File: config.mk
export PLATFORM = sky130hd
export DESIGN_NAME = bram_tx_streamer
export DESIGN_NICKNAME = d
export VERILOG_FILES = /design/src/rtl/img_pkg.sv /design/src/rtl/edge_detect.sv /design/src/rtl/bram_tx_streamer.sv
export SDC_FILE = /design/constraint.sdc
export NUM_CORES = 1
export LEC_CHECK = 0
export CAP_MARGIN = 20
export CORE_UTILIZATION = 57
export DETAILED_ROUTE_END_ITERATION = 12
export HOLD_SLACK_MARGIN = 0.05
export PLACE_DENSITY = 0.94
export SLEW_MARGIN = 30
export SYNTH_ARGS = -nofsm -noshare
export SYNTH_HDL_FRONTEND = slang
export SYNTH_SLANG_ARGS = --single-unit
File: constraint.sdc
create_clock -name clk -period 5.8 [get_ports clk]
set_clock_uncertainty 0.05 [all_clocks]
set_input_delay 1.16 -clock clk [delete_from_list [all_inputs] [get_ports clk]]
set_output_delay 1.16 -clock clk [all_outputs]
set_load 0.05 [all_outputs]
File: src/rtl/img_pkg.sv
// Shared constants and types for the image buffer read/transmit path.
// Imported by the frame streamer and the BRAM controller so both sides agree
// on address width, byte width and buffer depth.
package img_pkg;

  localparam int unsigned IMG_ADDR_W = 13;
  localparam int unsigned IMG_DATA_W = 8;
  localparam int unsigned IMG_BYTES  = 8192;

  // Frame streamer states.
  typedef enum logic [2:0] {
    IDLE,
    RD_WAIT,
    SEND,
    WAIT_ACK,
    WAIT_DONE,
    DONE
  } tx_state_t;

endpackage

File: src/rtl/edge_detect.sv
// Registered rising-edge detector for already-synchronised level inputs
// (Transmit and Receive buttons).
// Ports:
//   clk    - system clock
//   reset  - synchronous, active-high reset
//   sig_i  - level input
//   rise_o - high in the cycle where sig_i is 1 and was 0 the cycle before
module edge_detect (
  input  logic clk,
  input  logic reset,
  input  logic sig_i,
  output logic rise_o
);

  logic sig_q;

  // The history register updates every cycle, so a level held high never
  // produces a second edge.
  always_ff @(posedge clk) begin
    if (reset) begin
      sig_q <= 1'b0;
    end else begin
      sig_q <= sig_i;
    end
  end

  assign rise_o = sig_i & ~sig_q;

endmodule

File: src/rtl/bram_tx_streamer.sv
// Frame streamer: on a start edge, reads frame_len bytes from the image BRAM
// starting at address 0 and hands them one at a time to the UART Sender
// using a start/busy handshake.
// Ports:
//   clk, reset     - system clock, synchronous active-high reset
//   start          - level request; rising edge starts a frame
//   abort          - synchronous abort back to IDLE (no done pulse)
//   frame_len      - byte count 0..2**ADDR_W, sampled on the start edge
//   bram_en/addr   - BRAM read port request (one-cycle enable per byte)
//   bram_dout      - BRAM read data, valid RD_LAT cycles after bram_en
//   tx_start       - one-cycle pulse to the Sender
//   tx_data        - byte to the Sender, stable until the next read completes
//   tx_busy        - Sender busy
//   busy           - frame in progress
//   done           - one-cycle pulse after the last byte finished
//   last_byte      - last byte handed to the Sender
// All outputs are registered.
module bram_tx_streamer
  import img_pkg::*;
#(
  parameter int unsigned ADDR_W = IMG_ADDR_W,
  parameter int unsigned DATA_W = IMG_DATA_W,
  parameter int unsigned RD_LAT = 1,
  parameter int unsigned ACK_TO = 15
) (
  input  logic              clk,
  input  logic              reset,
  input  logic              start,
  input  logic              abort,
  input  logic [ADDR_W:0]   frame_len,
  output logic              bram_en,
  output logic [ADDR_W-1:0] bram_addr,
  input  logic [DATA_W-1:0] bram_dout,
  output logic              tx_start,
  output logic [DATA_W-1:0] tx_data,
  input  logic              tx_busy,
  output logic              busy,
  output logic              done,
  output logic [DATA_W-1:0] last_byte
);

  localparam int unsigned LEN_W = ADDR_W + 1;
  localparam int unsigned RDC_W = $clog2(RD_LAT + 1);
  localparam int unsigned ACK_W = $clog2(ACK_TO + 1);

  logic start_rise;

  tx_state_t         state_q,     state_d;
  logic [LEN_W-1:0]  len_q,       len_d;
  logic [LEN_W-1:0]  cnt_q,       cnt_d;
  logic [RDC_W-1:0]  rd_cnt_q,    rd_cnt_d;
  logic [ACK_W-1:0]  ack_cnt_q,   ack_cnt_d;
  logic              bram_en_q,   bram_en_d;
  logic [ADDR_W-1:0] bram_addr_q, bram_addr_d;
  logic              tx_start_q,  tx_start_d;
  logic [DATA_W-1:0] tx_data_q,   tx_data_d;
  logic              busy_q,      busy_d;
  logic              done_q,      done_d;
  logic [DATA_W-1:0] last_q,      last_d;

  edge_detect u_start_edge (
    .clk    (clk),
    .reset  (reset),
    .sig_i  (start),
    .rise_o (start_rise)
  );

  always_comb begin
    state_d     = state_q;
    len_d       = len_q;
    cnt_d       = cnt_q;
    rd_cnt_d    = rd_cnt_q;
    ack_cnt_d   = ack_cnt_q;
    bram_en_d   = 1'b0;
    bram_addr_d = bram_addr_q;
    tx_start_d  = 1'b0;
    tx_data_d   = tx_data_q;
    busy_d      = busy_q;
    done_d      = 1'b0;
    last_d      = last_q;

    case (state_q)
      // DONE has busy=0 already, so it accepts a new edge exactly like IDLE.
      IDLE, DONE: begin
        state_d = IDLE;
        busy_d  = 1'b0;
        if (start_rise) begin
          if (frame_len == '0) begin
            done_d  = 1'b1;
            state_d = DONE;
          end else begin
            len_d       = frame_len;
            cnt_d       = '0;
            bram_addr_d = '0;
            bram_en_d   = 1'b1;
            rd_cnt_d    = '0;
            busy_d      = 1'b1;
            state_d     = RD_WAIT;
          end
        end
      end

      RD_WAIT: begin
        if (rd_cnt_q == RDC_W'(RD_LAT)) begin
          tx_data_d = bram_dout;
          last_d    = bram_dout;
          // Pulse straight away when the Sender is idle so tx_start lines up
          // with the first cycle tx_data is valid.
          if (!tx_busy) begin
            tx_start_d = 1'b1;
            ack_cnt_d  = '0;
            state_d    = WAIT_ACK;
          end else begin
            state_d = SEND;
          end
        end else begin
          rd_cnt_d = rd_cnt_q + RDC_W'(1);
        end
      end

      SEND: begin
        if (!tx_busy) begin
          tx_start_d = 1'b1;
          ack_cnt_d  = '0;
          state_d    = WAIT_ACK;
        end
      end

      WAIT_ACK: begin
        if (tx_busy) begin
          state_d = WAIT_DONE;
        end else if (ack_cnt_q == ACK_W'(ACK_TO - 1)) begin
          // Sender never acknowledged; treat the byte as accepted.
          state_d = WAIT_DONE;
        end else begin
          ack_cnt_d = ack_cnt_q + ACK_W'(1);
        end
      end

      WAIT_DONE: begin
        if (!tx_busy) begin
          if (cnt_q + LEN_W'(1) == len_q) begin
            done_d  = 1'b1;
            busy_d  = 1'b0;
            state_d = DONE;
          end else begin
            cnt_d       = cnt_q + LEN_W'(1);
            bram_addr_d = bram_addr_q + ADDR_W'(1);
            bram_en_d   = 1'b1;
            rd_cnt_d    = '0;
            state_d     = RD_WAIT;
          end
        end
      end

      default: begin
        busy_d  = 1'b0;
        state_d = IDLE;
      end
    endcase

    if (abort) begin
      state_d    = IDLE;
      busy_d     = 1'b0;
      bram_en_d  = 1'b0;
      tx_start_d = 1'b0;
      done_d     = 1'b0;
    end
  end

  always_ff @(posedge clk) begin
    if (reset) begin
      state_q     <= IDLE;
      len_q       <= '0;
      cnt_q       <= '0;
      rd_cnt_q    <= '0;
      ack_cnt_q   <= '0;
      bram_en_q   <= 1'b0;
      bram_addr_q <= '0;
      tx_start_q  <= 1'b0;
      tx_data_q   <= '0;
      busy_q      <= 1'b0;
      done_q      <= 1'b0;
      last_q      <= '0;
    end else begin
      state_q     <= state_d;
      len_q       <= len_d;
      cnt_q       <= cnt_d;
      rd_cnt_q    <= rd_cnt_d;
      ack_cnt_q   <= ack_cnt_d;
      bram_en_q   <= bram_en_d;
      bram_addr_q <= bram_addr_d;
      tx_start_q  <= tx_start_d;
      tx_data_q   <= tx_data_d;
      busy_q      <= busy_d;
      done_q      <= done_d;
      last_q      <= last_d;
    end
  end

  assign bram_en   = bram_en_q;
  assign bram_addr = bram_addr_q;
  assign tx_start  = tx_start_q;
  assign tx_data   = tx_data_q;
  assign busy      = busy_q;
  assign done      = done_q;
  assign last_byte = last_q;

endmodule
== Word-level counts from Yosys, hierarchy flattened ==
Cells that the tools add are included.

* Add/subtract/negate cells: 4
* Equal/unequal tests: 17
* Multiplexer cells: 47
* Bitwise logic cells: 4
* Reductions and logical operators: 15

{| class="wikitable"
|+ Operator list
! operator !! number
|-
| two-way mux 14 bit || 4
|-
| two-way mux 13 bit || 4
|-
| one-hot mux 14 bit (2 select lines) || 1
|-
| one-hot mux 13 bit (2 select lines) || 1
|-
| two-way mux 3 bit || 8
|-
| two-way mux 1 bit || 18
|-
| inequality test 2 bit (second input constant) || 9
|-
| two-way mux 4 bit || 4
|-
| one-hot mux 3 bit (5 select lines) || 1
|-
| adder 14 x 1 -> 14 bit (second input constant) || 1
|-
| equality test 14 bit || 1
|-
| zero test 14 bit || 1
|-
| adder 13 x 1 -> 13 bit (second input constant) || 1
|-
| one-hot mux 4 bit (3 select lines) || 1
|-
| AND reduction 5 bit || 2
|-
| AND reduction 4 bit || 2
|-
| equality test 3 x 2 -> 1 bit (second input constant) || 2
|-
| equality test 3 bit (second input constant) || 2
|-
| one-hot mux 1 bit (2 select lines) || 3
|-
| one-hot mux 1 bit (3 select lines) || 2
|-
| AND reduction 3 bit || 2
|-
| nonzero test 3 bit || 2
|-
| adder 4 x 1 -> 4 bit (second input constant) || 1
|-
| equality test 4 bit (second input constant) || 1
|-
| other kinds (10) || 13
|}

* Bits in registers: 62
* Input port bits: 27
* Output and inout port bits: 33
* Logic and storage cells: 99

== Logic depth before layout (Yosys ltp) ==
Gate-level depths: netlist (run 1).

* Depth in word-level cells: 5
* Mapped depth: 10
* Mapped depth without buffers: 8

== Modules after synthesis ==
A second synthesis (run 1) with hierarchy kept.

* Cells, all modules: 428
* Area, all modules: 3582.2 um^2

{| class="wikitable"
|+ By module, submodules not included
! module !! times used !! cells an instance !! area each (um^2) !! sequential area each (um^2)
|-
| bram_tx_streamer || 1 || 425 || 3534.6 || 1221.2
|-
| edge_detect || 1 || 3 || 47.5 || 20.0
|}

== Worst setup path before layout (run 1) ==
Ideal clock, no wire load.

* Path kind: input-to-reg
* Start point: in frame_len[0]
* End point: reg len_q[10]
* Library setup time: 0.128 ns
* Arrival: 2.634 ns
* Required time: 5.622 ns
* Setup slack: 2.988 ns
* Cell stages on the path: 6
* Path buffers: 1
* Cells stage by stage: nor4_1 > nand4_1 > nand3_1 > clkbuf_1 > mux2i_1 > nor2_1

* Word-level cells in the longest chain between the ends: 3

{| class="wikitable"
|+ RTL lines
! element !! RTL line !! RTL
|-
| start, declared || bram_tx_streamer.sv:30 || <nowiki>input logic [ADDR_W:0] frame_len,</nowiki>
|-
| zero test 14 bit || bram_tx_streamer.sv:88 || <nowiki>if (frame_len == '0) begin</nowiki>
|-
| NOT 1 bit (no source line) || - ||
|-
| AND reduction 3 bit (no source line) || - ||
|-
| end signal, assigned || bram_tx_streamer.sv:187 || <nowiki>len_q <= len_d;</nowiki>
|-
| end, declared || bram_tx_streamer.sv:49 || <nowiki>logic [LEN_W-1:0] len_q, len_d;</nowiki>
|}

No other way between the ends.
A chain may end at the register's enable or synchronous reset.

== Worst setup path after layout (run 1) ==
* Start point: in start
* End point: reg cnt_q[6]

* Word-level cells in the longest chain between the ends: 3

{| class="wikitable"
|+ RTL lines
! element !! RTL line !! RTL
|-
| start, declared || bram_tx_streamer.sv:28 || <nowiki>input logic start,</nowiki>
|-
| bitwise AND 1 bit || edge_detect.sv:27 || <nowiki>assign rise_o = sig_i & ~sig_q;</nowiki>
|-
| inequality test 2 bit (no source line) || - ||
|-
| AND reduction 5 bit (no source line) || - ||
|-
| end signal, assigned || bram_tx_streamer.sv:188 || <nowiki>cnt_q <= cnt_d;</nowiki>
|-
| end, declared || bram_tx_streamer.sv:50 || <nowiki>logic [LEN_W-1:0] cnt_q, cnt_d;</nowiki>
|}

No other way between the ends.

==> impl_metrics.py, run 1 <==
metrics = {
    "setup_path": {
        "arrival_ps": 3750,
        "critPathBufInv": 2,
        "slowest_delay_ps": 700,
        "path_class": "in -> reg",
        "worstPathMaxFanout": 13,
        "endpoint_kind": "flip-flop",
        "cp_slowest_cell": "nor2_1",
        "crit_required_ps": 6000,
        "critPathTopFamily": "simple AND/OR/NAND/NOR gates",
        "start_kind": "input pin",
        "crit_chain": "clkdlybuf4s50_1 > nor2b_1 > a31oi_1 > buf_4 > nor2_1 > nand2_1 > o311ai_0",
    },
    "detailed_routing": {
        "drcViolationCount": 0,
        "drtIter0Drc": 363,
        "dr.pass1.iters": 5,
        "totalWireLength_um": 8910,
        "ant_nets": 0,
        "via_per_inst": 6.31,
        "vias": 3421,
        "wl_per_cell_um": 16.4,
    },
    "clock_tree": {
        "clock_latency_ps": 350,
        "htree_levels": 3,
        "cts_tree": "yes",
        "numClockSinks": 62,
        "path_clk_slew_ps": 80,
        "post_cts_resized": 0,
        "numCtsBuffers": 9,
        "cts_hold_buffers": 0,
        "root_buffer": "clkbuf_8",
        "cts_setup_buffers": 0,
        "clk_path_buf_depth": 2,
    },
    "die": {
        "core-area_um2": 5920,
        "ios": 60,
        "die_h_um": 80.2,
        "rows": 28,
        "die_x_um": 80.2,
        "die_area_um2": 6430,
        "initial_utilization_pct": 58.9,
    },
    "cells_and_area": {
        "final_common_cell": "dfxtp_1",
        "layout-drive-gt1-share_pct": 6.85,
        "ff_latch_area_um2": 1240,
        "layout.cells.most_common_list": "dfxtp_1, clkdlybuf4s50_1, nor2_1",
        "multi_input_area_um2": 2030,
        "diodes": 0,
        "layout.nets": 493,
        "fin_util_pct": 72.1,
        "final-instance-count-excl-fill": 542,
        "finalInstanceArea_um2": 4270,
        "area_growth_pct": 22.4,
        "fillers": 416,
    },
    "logic_synthesis": {
        "async_reset_ff_share_pct": 0,
        "synth_nets": 451,
        "ys_seq_area_share_pct": 35.6,
        "synth_enable_flop_cells": 0,
        "syn_area_um2": 3480,
        "synth_warnings": 0,
        "ys_types": 58,
        "synth_cells": 420,
        "avgSynthCellArea_um2": 8.30,
        "synth_ff_type": "dfxtp_1",
        "yosys_register_bits": 62,
    },
    "global_route": {
        "antenna_found_initial": 0,
        "grt_max_degree": 49,
        "globalRouteOverflowTotal": 0,
        "grt_pass1_wl_um": 14800,
        "grt_pass1_vias": 3196,
        "grt_usage_pct": 29.5,
    },
    "timing": {
        "finalCritPeriodShare_pct": 61.3,
        "max_slew_margin_pct": 39.9,
        "fmax_mhz": 281,
        "setup_viol": 0,
        "worstMarginPinSlew_ps": 898,
        "finalSetupTns_ps": 0,
        "rsz0062_at_grt": "no",
        "hold_violations": 0,
        "min_period_ps": 3550,
        "drv_slew": 0,
    },
    "status": {
        "outcome": "complete, no violations",
    },
    "placement": {
        "gp_congestion": 0.886,
        "placed_cell_area_um2": 4040,
        "placedCellCount": 526,
        "place_hpwl_um": 6060,
        "io_buffer_count": 59,
    },
    "run": {
        "cap_violations": 0,
    },
    "power": {
        "power_leakage_nw": 1.51,
        "ir_worst_vdd_uv": 147,
        "power_per_cell_area_nw_per_um2": 232,
    },
    "hold_path": {
        "hp-class": "reg -> reg",
    },
}
-- power by group --
group	switching [mW]	internal, mW	total, mW
clock network	0.196	0.248	0.444
logic	0.0553	0.0461	0.101
registers	0.00797	0.434	0.442
-- registers in the layout, indices dropped and copies added, names as in the netlist --
signal	count
bram_en	1
busy	1
done	1
len_q	14
state_q	3
u_start_edge.sig_q	1
tx_start	1
cnt_q	14
bram_addr	13
last_byte	8
rd_cnt_q	1
ack_cnt_q	4
-- Yosys cell counts, drive strengths merged (8+ instances only) --
master  count  area share, %
nor2       54            5.8
nand3      28            4.0
nand4      10            2.2
o211ai     14            3.0
inv        10            1.1
a21oi       9            1.4
nor4        8            1.6
clkbuf     16            1.7
buf        17            3.5
mux2i      24            6.9
o31ai      11            2.4
xnor2      14            3.5
nand2      33            3.8
dfxtp      62             36
or3        10            1.9
a31oi       8            1.4
o21ai      18            2.6
-- area by class of cell --
cell class / count / area share [%]
clock inverter: 7 / 2.43
tap: 75 / 2.20
timing repair buffer: 64 / 14.7
multi-input combinational: 314 / 47.7
inverter: 11 / 0.968
clock buffer: 9 / 2.90
sequential: 62 / 29.1
-- path summary, 6_finish.rpt --
path	startpoint	end	slack [ps]	depth (start not counted)
setup / recovery	start	cnt_q[6]	2250	7
hold reg to reg	busy	busy	450	2
hold / removal	busy	busy	450	2
setup reg to reg	state_q[2]	cnt_q[6]	2730	7
-- stage by stage --
| step | setup slack, ps | power (mW) | hold slack (ps) |
|---|---|---|---|
| after floorplan | 2990 | 0.513 | 416 |
| after global placement | 2090 | 0.547 | 436 |
| after detailed placement | 1930 | 0.551 | 447 |
| after CTS | 2310 | 0.988 | 459 |
| after global routing | 2010 | 1.02 | 490 |
| final | 2250 | 0.988 | 454 |
-- worst min-delay path: cells and delay by family, from the launching register on --
family,cells,cell delay (ps)
DFF,1,330
AOI/OAI and AO/OA,2,130
-- kinds of logic (layout without fill, tap and decap cells) --
logic type	after synthesis	after routing	synth area share [%]
adder cells (fa/ha/maj)	4	4	1.44
XOR/XNOR	18	18	4.52
AO/OA/AOI/OAI	93	93	19.2
buffers and inverters	44	91	6.39
multiplexers	24	24	6.89
AND/OR/NAND/NOR	175	175	26.0
flip-flops	62	62	35.6
-- per-layer routing --
metal	track usage [%]	routed length, um	up-vias
met5	0	0	-
met4	12.0	143	0
met3	6.25	627	25
met2	49.1	4340	158
met1	37.0	3810	1606
li1	-	-	1632
(Power assumes the default switching activity.)
==> inputs of run 2 (changes only) <==
--- a/config.mk
+++ b/config.mk
@@ -6,10 +6,10 @@
 export NUM_CORES = 1
 export LEC_CHECK = 0
 export CAP_MARGIN = 20
-export CORE_UTILIZATION = 57
+export CORE_UTILIZATION = 48
 export DETAILED_ROUTE_END_ITERATION = 12
 export HOLD_SLACK_MARGIN = 0.05
-export PLACE_DENSITY = 0.94
+export PLACE_DENSITY = 0.85
 export SLEW_MARGIN = 30
 export SYNTH_ARGS = -nofsm -noshare
 export SYNTH_HDL_FRONTEND = slang
==> constraint.sdc (replaced) <==
create_clock -name clk -period 3.2 [get_ports clk]
set_clock_uncertainty 0.05 [all_clocks]
set_input_delay 0.64 -clock clk [delete_from_list [all_inputs] [get_ports clk]]
set_output_delay 0.64 -clock clk [all_outputs]
set_load 0.05 [all_outputs]
==> run 2 against run 1 <==
Compared with the run above:
- via count decreased by 0.94%
- hold slack improved by 7.0 ps
- final area rose by 1.4%
- setup slack got worse by 2000 ps
- clock power is 68% higher
- sequential power rose by 81%
- routed wire length fell by 2.5%
- power rose by 75%
- critical path depth increased by 1
- sequential cell count unchanged
- die area is 18% higher
==> impl_metrics.py, run 2 (synthesis results as in run 1) <==
metrics = {
    "status": {
        "outcome": "complete, no violations",
    },
    "timing": {
        "worstMarginPinSlew_ps": 607,
        "hold_violations": 0,
        "max_slew_margin_pct": 59.4,
        "rsz0062_at_grt": "no",
        "setup_viol": 0,
        "fmax_mhz": 343,
        "drv_slew": 0,
        "finalCritPeriodShare_pct": 91.1,
        "min_period_ps": 2910,
        "finalSetupTns_ps": 0,
    },
    "clock_tree": {
        "path_clk_slew_ps": 70,
        "cts_hold_buffers": 0,
        "numCtsBuffers": 9,
        "cts_tree": "yes",
        "post_cts_resized": 0,
        "numClockSinks": 62,
        "clk_path_buf_depth": 2,
        "clock_latency_ps": 350,
        "htree_levels": 3,
        "root_buffer": "clkbuf_8",
        "cts_setup_buffers": 0,
    },
    "global_route": {
        "grt_pass1_wl_um": 14600,
        "globalRouteOverflowTotal": 0,
        "grt_usage_pct": 24.7,
        "grt_max_degree": 48,
        "grt_pass1_vias": 3127,
        "antenna_found_initial": 0,
    },
    "detailed_routing": {
        "dr.pass1.iters": 5,
        "via_per_inst": 5.95,
        "drcViolationCount": 0,
        "totalWireLength_um": 8690,
        "ant_nets": 0,
        "wl_per_cell_um": 15.2,
        "vias": 3389,
        "drtIter0Drc": 220,
    },
    "cells_and_area": {
        "diodes": 0,
        "layout.nets": 500,
        "finalInstanceArea_um2": 4330,
        "area_growth_pct": 24.2,
        "final_common_cell": "dfxtp_1",
        "fillers": 620,
        "layout.cells.most_common_list": "dfxtp_1, clkdlybuf4s50_1, nor2_1",
        "layout-drive-gt1-share_pct": 8.23,
        "final-instance-count-excl-fill": 570,
    },
    "setup_path": {
        "crit_required_ps": 3370,
        "arrival_ps": 3090,
        "worstReg2RegStart": "cnt_q[0]",
        "worstPathMaxFanout": 20,
        "path_class": "reg -> reg",
        "critPathLaunch": "cnt_q[0]",
        "endpoint_kind": "flip-flop",
        "start_kind": "flip-flop",
    },
    "power": {
        "power_per_cell_area_nw_per_um2": 400,
        "ir_worst_vdd_uv": 274,
        "power_mw": 1.73,
        "power_leakage_nw": 1.55,
    },
    "die": {
        "initial_utilization_pct": 50.5,
        "ios": 60,
        "die_area_um2": 7600,
        "die_x_um": 87.2,
        "rows": 30,
        "die_h_um": 87.2,
        "core-area_um2": 6910,
    },
    "run": {
        "cap_violations": 0,
    },
    "placement": {
        "placedCellCount": 554,
        "io_buffer_count": 59,
        "place_hpwl_um": 6150,
        "placed_cell_area_um2": 4110,
        "gp_congestion": 0.871,
    },
    "hold_path": {
        "hp-class": "reg -> reg",
        "hold_path_startpoint": "bram_addr[1]",
    },
}
-- run 2: cell count changes in the layout (fill, tap and decap cells not counted), moves of 2 or more --
| cell | delta |
|---|---|
| clkinv_2 | +2 |
| buf_4 | +7 |
| inv_6 | -3 |
| clkbuf_8 | +4 |
| clkinv_4 | -2 |
-- run 2: final cells by class --
| type | count | area [um2] | area share (%) |
|---|---|---|---|
| tap | 96 | 120 | 2.78 |
| timing repair buffer | 71 | 681 | 15.7 |
| sequential | 62 | 1240 | 28.7 |
| inverter | 11 | 41.3 | 0.954 |
| clock buffer | 13 | 179 | 4.13 |
| multi-input combinational | 314 | 2030 | 46.8 |
| clock inverter | 3 | 40.0 | 0.925 |
-- run 2: worst paths after layout --
path	slack (ps)	cells past startpoint	to
hold / removal	460	2	bram_addr[1]
setup / recovery	290	8	bram_addr[9]
setup reg to reg	290	8	bram_addr[9]
hold reg to reg	460	2	bram_addr[1]
-- run 2: per-stage QoR --
| stage | hold slack (ps) | utilization [%] | setup slack [ps] |
|---|---|---|---|
| after floorplan | 416 | - | 630 |
| after global placement | 441 | 59.5 | 243 |
| after detailed placement | 452 | 59.5 | 152 |
| after CTS | 462 | 62.7 | 296 |
| after global routing | 474 | 62.7 | 120 |
| final | 461 | 62.7 | 286 |
-- run 2: critical path, cell delays in order (launching register included) --
cell and delay [ps]:
dfxtp_1 490, ha_1 350, and3_4 270, nand2_4 80
o41ai_2 330, nand4_1 180, or3_4 540, nand2_1 320
o221ai_1 180
-- run 2: report_power, final --
part	leakage [nW]	internal, mW	switching (mW)
Clock	0.115	0.442	0.302
Sequential	0.502	0.788	0.0139
Combinational	0.928	0.0868	0.0992
Total	1.55	1.32	0.415
-- run 2: metal layers --
layer | share of wire [%] | GRT usage (%) | vias to the layer above
met5 | 0 | 0 | -
li1 | - | - | 1638
met1 | 45 | 32.2 | 1588
met4 | 1.7 | 10.3 | 0
met2 | 46 | 40.3 | 146
met3 | 6.5 | 4.55 | 17
==> inputs of run 3 (changes only) <==
--- a/config.mk
+++ b/config.mk
@@ -9,6 +9,7 @@
 export CORE_UTILIZATION = 48
 export DETAILED_ROUTE_END_ITERATION = 12
 export HOLD_SLACK_MARGIN = 0.05
+export MAX_ROUTING_LAYER = met4
 export PLACE_DENSITY = 0.85
 export SLEW_MARGIN = 30
 export SYNTH_ARGS = -nofsm -noshare
==> run 3 against run 2 <==
Compared with the run above:
- register-to-register slack lost 130 ps
- count of clock-buffer cells in the layout down 1
- final cell count down 0.35%
- largest cell class unchanged
- sequential cell count unchanged
- global-route usage grew 1.4 points
- final area is 0.26% higher
- first-iteration DRC count is 7.3% lower
- sequential power hardly changed
- sequential share of layout area down 0.074 points
- via count fell by 0.12%
==> impl_metrics.py, run 3 (synthesis results as in run 1) <==
metrics = {
    "status": {
        "outcome": "complete, no violations",
    },
    "hold_path": {
        "whs_endpoint": "bram_addr[12]",
        "hold_path_startpoint": "bram_addr[12]",
        "min_path_cells": 2,
        "hp-class": "reg -> reg",
    },
    "detailed_routing": {
        "top_layer_used": "met4",
        "wl_met2_um": 4230,
        "via_per_inst": 5.96,
        "wl_met3_um": 677,
        "totalWireLength_um": 8940,
        "drtIter0Drc": 204,
        "wl_per_cell_um": 15.7,
        "drcViolationCount": 0,
        "ant_nets": 0,
        "vias": 3385,
        "route.layer.met1.wl_um": 3930,
        "dr.pass1.iters": 5,
    },
    "timing": {
        "min_period_ps": 3040,
        "fmax_mhz": 329,
        "setup_viol": 0,
        "worstMarginPinSlew_ps": 677,
        "drv_slew": 0,
        "max_slew_margin_pct": 54.7,
        "finalSetupTns_ps": 0,
        "hold_violations": 0,
        "rsz0062_at_grt": "no",
        "finalCritPeriodShare_pct": 95.0,
    },
    "clock_tree": {
        "clock_latency_ps": 340,
        "numCtsBuffers": 9,
        "htree_levels": 3,
        "numClockSinks": 62,
        "cts_hold_buffers": 0,
        "cts_tree": "yes",
        "path_clk_slew_ps": 70,
        "clk_path_buf_depth": 2,
        "root_buffer": "clkbuf_8",
    },
    "placement": {
        "placed_cell_area_um2": 4110,
        "io_buffer_count": 59,
        "gp_congestion": 0.839,
        "placedCellCount": 553,
        "place_hpwl_um": 6060,
    },
    "setup_path": {
        "arrival_ps": 3260,
        "cp_slowest_cell": "or3_4",
        "start_kind": "flip-flop",
        "path_class": "reg -> reg",
        "critPathBufInv": 0,
        "crit_chain": "ha_1 > and3_4 > nand2_4 > o41ai_2 > nand4_1 > or3_4 > or3_1 > a21oi_1",
        "crit_required_ps": 3420,
        "critPathTopFamily": "simple AND/OR/NAND/NOR gates",
        "worstReg2RegStart": "cnt_q[0]",
        "ff2ff_path_depth": 8,
        "worstReg2RegEnd": "done",
        "slowest_delay_ps": 550,
        "worstPathMaxFanout": 20,
        "reg2reg_slack_ps": 160,
        "endpoint_kind": "flip-flop",
    },
    "global_route": {
        "antenna_found_initial": 0,
        "grt_pass1_wl_um": 15200,
        "grt_max_degree": 48,
        "globalRouteOverflowTotal": 0,
        "grt_pass1_vias": 3155,
        "grt_usage_pct": 26.1,
    },
    "cells_and_area": {
        "layout.cells.most_common_list": "dfxtp_1, clkdlybuf4s50_1, nor2_1",
        "layout.nets": 499,
        "diodes": 0,
        "layout-drive-gt1-share_pct": 7.84,
        "area_growth_pct": 24.5,
        "fillers": 612,
        "multi_input_area_um2": 2030,
        "ff_latch_area_um2": 1240,
        "final-instance-count-excl-fill": 568,
        "final_common_cell": "dfxtp_1",
        "finalInstanceArea_um2": 4340,
    },
    "run": {
        "cap_violations": 0,
    },
    "die": {
        "ios": 60,
        "core-area_um2": 6910,
        "initial_utilization_pct": 50.5,
        "die_x_um": 87.2,
        "rows": 30,
        "die_h_um": 87.2,
        "die_area_um2": 7600,
    },
    "power": {
        "ir_worst_vdd_uv": 247,
        "power_leakage_nw": 1.54,
        "power_per_cell_area_nw_per_um2": 409,
    },
}
-- run 3: changes by cell type in the layout (fill, tap and decap cells not counted), sizes merged --
cell	previous run	this run
clkbuf	13	12
clkinvlp	0	1
clkinv	3	1
buf	12	11
bufinv	1	2
-- run 3: area by class of cell --
cell class	count	share of cell area, %
Multi-Input combinational cell	314	46.7
Timing Repair Buffer	70	15.8
Tap cell	96	2.77
Sequential cell	62	28.6
Inverter	11	0.952
Clock buffer	12	3.58
Clock inverter	3	1.56
-- run 3: worst register-to-register path: cells and delay by family, from the launching register on --
| kind | cells | cell delay [ps] |
|---|---|---|
| and+or+nand+nor | 5 | 1530 |
| AOI/OAI and AO/OA | 2 | 540 |
| DFF | 1 | 500 |
| adders and majority gates | 1 | 360 |
-- run 3: report_power, final --
part	switching (mW)	internal, mW	total [mW]
Combinational	0.0999	0.0884	0.188
Sequential	0.0143	0.788	0.802
Clock	0.305	0.477	0.782
Total	0.419	1.35	1.77
-- run 3: through the flow --
stage          hold slack [ps]  utilization [%]  worst slack, ps  total power, mW
2_1_floorplan              416                -              630            0.931
3_3_place_gp               437             59.6              237             1.00
3_5_place_dp               453             59.6              187             1.01
4_1_cts                    462             62.8              122             1.78
5_1_grt                    500             62.8             37.1             1.84
6_report                   451             62.8              160             1.77
-- run 3: metal layers --
metal	global-route usage (%)	up-vias
li1	-	1638
met1	34.4	1583
met2	40.6	153
met3	5.02	11
met4	8.20	0
met5	-	-
-- run 3: timing repair --
action | in CTS | in global routing
endpoints found under the setup margin | 0 | 6
buffers inserted | 0 | 0
gates resized for setup | 0 | 2
-- run 3: worst max-delay path by stage --
stage             start       endpoint  slack (ps)  depth (start not counted)
6_report       cnt_q[0]           done         160                          8
5_1_grt        cnt_q[0]           done          40                          8
2_1_floorplan  cnt_q[0]           done         630                          9
4_1_cts        cnt_q[0]       cnt_q[6]         120                          8
3_5_place_dp   cnt_q[0]  bram_addr[10]         190                          8
3_3_place_gp   cnt_q[0]   bram_addr[9]         240                          8
